**src/rtl/np_led_pwm.sv**
```systemverilog
`default_nettype none
// ============================================================================
// Module   : np_led_pwm
// Brief    : iomem-mapped 8-channel LED PWM, double-buffered duty, wrap irq
// Revision : 1.0 - initial release
// ============================================================================
module np_led_pwm #(
    parameter logic [7:0] BASE_ADDR = 8'h04
) (
    input  logic        core_clock,
    input  logic        reset_core,
    input  logic        iomem_valid,
    output logic        iomem_ready,
    input  logic [3:0]  iomem_wstrb,
    input  logic [31:0] iomem_addr,
    input  logic [31:0] iomem_wdata,
    output logic [31:0] iomem_rdata,
    output logic [7:0]  led,
    output logic        irq
);
    localparam logic [1:0] c_OFF_CTRL    = 2'd0;
    localparam logic [1:0] c_OFF_DUTY_LO = 2'd1;
    localparam logic [1:0] c_OFF_DUTY_HI = 2'd2;
    localparam logic [1:0] c_OFF_STATUS  = 2'd3;

    logic        r_ready;
    logic [31:0] r_rdata;
    logic        r_enable;
    logic        r_irq_en;
    logic [7:0]  r_prescale;
    logic [63:0] r_pend;
    logic [63:0] r_act;
    logic [7:0]  r_pre_cnt;
    logic [7:0]  r_pwm_cnt;
    logic        r_flag;
    logic [7:0]  r_led;
    logic        r_irq;

    logic        w_sel;
    logic        w_wr;
    logic [1:0]  w_off;
    logic        w_en_next;
    logic        w_tick;
    logic        w_wrap;
    logic        w_flag_clr;
    logic [31:0] w_rdata;
    logic        w_unused;

    assign w_sel      = iomem_valid && !r_ready && (iomem_addr[31:24] == BASE_ADDR);
    assign w_off      = iomem_addr[3:2];
    assign w_wr       = w_sel && (iomem_wstrb != 4'b0000);
    // Counters clear on the enable value being written, so a disable write
    // zeroes them on the very next cycle; counting itself uses the live enable.
    assign w_en_next  = (w_wr && (w_off == c_OFF_CTRL) && iomem_wstrb[0]) ? iomem_wdata[0] : r_enable;
    assign w_tick     = r_enable && (r_pre_cnt >= r_prescale);
    assign w_wrap     = w_tick && w_en_next && (r_pwm_cnt == 8'hFF);
    assign w_flag_clr = w_wr && (w_off == c_OFF_STATUS) && iomem_wstrb[1] && iomem_wdata[8];
    assign w_unused   = ^{iomem_addr[23:4], iomem_addr[1:0]};

    always_comb begin
        w_rdata = 32'h0000_0000;
        case (w_off)
            c_OFF_CTRL:    w_rdata = {16'h0000, r_prescale, 6'b000000, r_irq_en, r_enable};
            c_OFF_DUTY_LO: w_rdata = r_pend[31:0];
            c_OFF_DUTY_HI: w_rdata = r_pend[63:32];
            default:       w_rdata = {23'h000000, r_flag, r_pwm_cnt};
        endcase
    end

    always_ff @(posedge core_clock) begin
        if (reset_core) begin
            r_ready    <= 1'b0;
            r_rdata    <= 32'h0000_0000;
            r_enable   <= 1'b0;
            r_irq_en   <= 1'b0;
            r_prescale <= 8'h00;
            r_pend     <= 64'h0;
        end else begin
            r_ready <= w_sel;
            if (w_sel) begin
                r_rdata <= w_rdata;
            end
            if (w_wr) begin
                case (w_off)
                    c_OFF_CTRL: begin
                        if (iomem_wstrb[0]) begin
                            r_enable <= iomem_wdata[0];
                            r_irq_en <= iomem_wdata[1];
                        end
                        if (iomem_wstrb[1]) begin
                            r_prescale <= iomem_wdata[15:8];
                        end
                    end
                    c_OFF_DUTY_LO: begin
                        for (int b = 0; b < 4; b++) begin
                            if (iomem_wstrb[b]) r_pend[8*b +: 8] <= iomem_wdata[8*b +: 8];
                        end
                    end
                    c_OFF_DUTY_HI: begin
                        for (int b = 0; b < 4; b++) begin
                            if (iomem_wstrb[b]) r_pend[32 + 8*b +: 8] <= iomem_wdata[8*b +: 8];
                        end
                    end
                    default: ;
                endcase
            end
        end
    end

    always_ff @(posedge core_clock) begin
        if (reset_core) begin
            r_pre_cnt <= 8'h00;
            r_pwm_cnt <= 8'h00;
            r_act     <= 64'h0;
            r_flag    <= 1'b0;
            r_led     <= 8'h00;
            r_irq     <= 1'b0;
        end else begin
            if (!w_en_next) begin
                r_pre_cnt <= 8'h00;
                r_pwm_cnt <= 8'h00;
            end else if (w_tick) begin
                r_pre_cnt <= 8'h00;
                r_pwm_cnt <= r_pwm_cnt + 8'd1;
            end else if (r_enable) begin
                r_pre_cnt <= r_pre_cnt + 8'd1;
            end
            // Active duty tracks pending while idle and latches only on a wrap
            // while running; a same-cycle pending write lands one period later.
            if (!r_enable || w_wrap) begin
                r_act <= r_pend;
            end
            if (w_wrap) begin
                r_flag <= 1'b1;
            end else if (w_flag_clr) begin
                r_flag <= 1'b0;
            end
            for (int i = 0; i < 8; i++) begin
                r_led[i] <= r_enable && (r_pwm_cnt < r_act[8*i +: 8]);
            end
            r_irq <= w_wrap && r_irq_en;
        end
    end

    assign iomem_ready = r_ready;
    assign iomem_rdata = r_rdata;
    assign led         = r_led;
    assign irq         = r_irq;

endmodule
`default_nettype wire

```
**config.mk**
```make
export PLATFORM = sky130hd
export DESIGN_NAME = np_led_pwm
export DESIGN_NICKNAME = d
export VERILOG_FILES = /design/src/rtl/np_led_pwm.sv
export SDC_FILE = /design/constraint.sdc
export NUM_CORES = 1
export LEC_CHECK = 0
export ABC_AREA = 1
export CAP_MARGIN = 20
export CORE_AREA = 2 2 168 170
export CTS_CLUSTER_DIAMETER = 120
export DETAILED_ROUTE_END_ITERATION = 8
export DIE_AREA = 0 0 170 172
export GPL_ROUTABILITY_DRIVEN = 0
export PLACE_DENSITY = 0.64
export SKIP_CTS_REPAIR_TIMING = 1
export SYNTH_ARGS = -nofsm -noshare
export SYNTH_HDL_FRONTEND = slang
export SYNTH_SLANG_ARGS = --single-unit
```
**constraint.sdc**
```tcl
create_clock -name core_clock -period 2.35 [get_ports core_clock]
set_input_delay 0.47 -clock core_clock [delete_from_list [all_inputs] [get_ports core_clock]]
set_output_delay 0.47 -clock core_clock [all_outputs]
set_load 0.01 [all_outputs]
```
==> flow_summary.toml <==
[setup_path]
cp.arrival_ns = 2.45
path_class = "reg2reg"
cp_data_required_time_ns = 2.67
timing.critical_path.from_type = "flip-flop"
path_max_fanout = 35
setup.worst_path.end_class = "flip-flop"

[floorplan]
die_height_um = 172
dieArea_sq_um = 29200
fp-row-count = 61
die_width_um = 170
core_area_sq_um = 27500
io-pin-count = 113
initial_core_util_pct = 34.6

[clock_tree]
cts.reportedPaths.clkPinSlew_ns = 0.07
worstSkewPairLatency_ns = 0.45
cts_made_buffers = 17
clock_tree.buffer_depth = 2
htree_num_levels = 4
cts_tree = "done"
clk_root_buffer_cell = "clkbuf_16"
cts.sinks = 197

[power]
power_leakage_nw = 4.27
power.density_nw_per_um2 = 574
vdd_drop_max_mv = 0.521
p_total_mw = 6.60

[finish]
nets = 1481
stdcell_area_sq_um = 11500
syn2layout_area_growth_pct = 21.0
layout-drive-gt1-share_pct = 6.85

[timing]
final-max-slew-violation-count = 0
hold_viol_final = 0
setup_failing_eps_final = 0
finalWorstPathRequiredPeriod_ns = 2.12
rsz0062_at_grt = "no"
timing_worst_slew_pin_value_ns = 0.577
maxClockFrequency_ghz = 0.471
fin_crit_sh_pct = 90.3
maxSlewHeadroom_pct = 61.2
worst_clock_skew_ns = 0.0132

[grt]
antenna_found_initial = 1
grt_util_all_layers_pct = 17.8
number_of_global_route_vias_before_repair = 8041
wire_length_of_the_first_global_routing_pass_mm = 41.2
grt-ovfl-total = 0
grt_max_degree = 63

[route]
routed_wirelength_mm = 25.4
firstDrtPassIters = 7
drc = 0
initialDrtViolationCount = 497
viasPerCell = 4.98
route.vias.total = 8489
wl_per_cell_um = 14.9
number_of_antenna_violating_nets_in_the_routed_design = 0

[hold_path]
path_type_of_the_worst_min_delay_path = "in2reg"

[yosys]
post_synth_instance_area_sq_um = 9500
syn-num-nets = 1397
synth_top_cells_by_area = "dfxtp_1 42%, ha_1 8.7%, nor2_1 7.9%"
most_frequent_cell_after_synthesis = "nor2_1"
yosysTopAreaCellShare_pct = 41.5
postSynth.asyncResetShare_pct = 0
synth-seq-cells = 197
syn_avg_cell_area_sq_um = 7.54
synth_commonest_cells = "200 x nor2_1, 197 x dfxtp_1, 183 x inv_1"
edff_count_synth = 0
synth-warning-count = 0
synth_top_area_cell = "dfxtp_1"
synth_sequential_area_ratio_pct = 41.5
netlist-cell-type-count = 32
dominantRegCellSynth = "dfxtp_1"
count_of_mapped_cells_out_of_synthesis = 1260

[placed_design]
place.port_buffers = 90
postPlaceCellArea_sq_um = 10900
hpwlAfterDp_mm = 17.7

[job]
max_cap_violations = 0

[status]
run_status = "finished clean"
[power breakdown]
part	switching [mW]	internal (mW)
logic	0.155	0.116
registers	0.000912	3.34
clock network	1.39	1.60
[layout make-up]
class / instances / area [sq um]
Clock buffer: 17 / 425
Clock inverter: 15 / 174
Timing Repair Buffer: 138 / 1350
Antenna cell: 1 / 2.50
Sequential cell: 197 / 3950
Tap cell: 346 / 433
Inverter: 184 / 691
Multi-Input combinational cell: 806 / 4470
Fill cell: 2807 / 16000
[logic make-up (layout without fill, tap and decap cells)]
logic type	count (synthesis)	count (layout)	share of synthesized area [%]
buffers and inverters	257	354	11.5
and+or+nand+nor	447	447	20.1
xor gates and xnor gates	6	6	0.553
adders and majority gates	66	66	8.70
AOI/OAI and AO/OA	287	287	17.7
other	0	1	0
DFF	197	197	41.5
[layout by cell type (no fill, tap or decap), types with 11 or more instances in the layout]
master / Yosys / routed
o22ai_1: 32 / 32
a211oi_1: 78 / 78
ha_1: 66 / 66
a21oi_1: 126 / 126
nor2_1: 200 / 199
nand3_1: 89 / 89
o21ai_0: 48 / 48
buf_4: 0 / 42
nand2_1: 119 / 119
clkbuf_16: 0 / 17
dfxtp_1: 197 / 196
inv_1: 183 / 182
nor4_1: 11 / 11
clkdlybuf4s50_1: 0 / 89
[sequential cells by signal, indices dropped and copies added (netlist names), 8 cells and up]
| register | flops |
|---|---|
| r_prescale | 8 |
| r_pend | 64 |
| r_pre_cnt | 8 |
| led | 8 |
| iomem_rdata | 32 |
| r_pwm_cnt | 8 |
| r_act | 64 |
[layer usage]
metal / up-vias / global-route usage, % / share of wire (%)
met5: - / 0 / 0
met4: 0 / 5.80 / 1.7
met3: 32 / 2.95 / 4.4
met2: 177 / 28.9 / 45
met1: 3911 / 24.1 / 49
li1: 4369 / - / -
[through the flow]
step | hold slack (ns) | TNS [ns] | instances | setup WS (ns) | utilization (%)
2_1_floorplan | 0.439 | 0 | 1260 | 0.543 | -
3_3_place_gp | 0.458 | -0.898 | 1671 | -0.0403 | 39.6
5_1_grt | 0.364 | 0 | 1704 | 0.0413 | 41.8
3_5_place_dp | 0.460 | -3.75 | 1671 | -0.0873 | 39.6
6_report | 0.367 | 0 | 1704 | 0.228 | 41.8
4_1_cts | 0.352 | 0 | 1703 | 0.226 | 41.8
[path summary, 6_finish.rpt]
check	startpoint	end	slack, ns	cells after the start
setup reg to reg	r_prescale[7]$_SDFFE_PP0P_	r_act[52]$_SDFFE_PP0P_	0.23	12
hold reg to reg	iomem_rdata[15]$_SDFFE_PP0N_	iomem_rdata[15]$_SDFFE_PP0N_	0.47	2
hold / removal	reset_core	r_pend[57]$_SDFFE_PP0P_	0.37	2
setup / recovery	r_prescale[7]$_SDFFE_PP0P_	r_act[52]$_SDFFE_PP0P_	0.23	12
[worst max-delay path, stage by stage, from the launching register on]
cell and delay [ns]:
dfxtp_1 0.31, inv_1 0.06, ha_1 0.30, nand2_1 0.07, nor2_1 0.16, nand4_1 0.09, nand3_1 0.12, nand2_1 0.10
nor2_2 0.15, nand2_4 0.12, buf_12 0.19, a21oi_1 0.22, nor2_1 0.08
(Power assumes the default switching activity.)
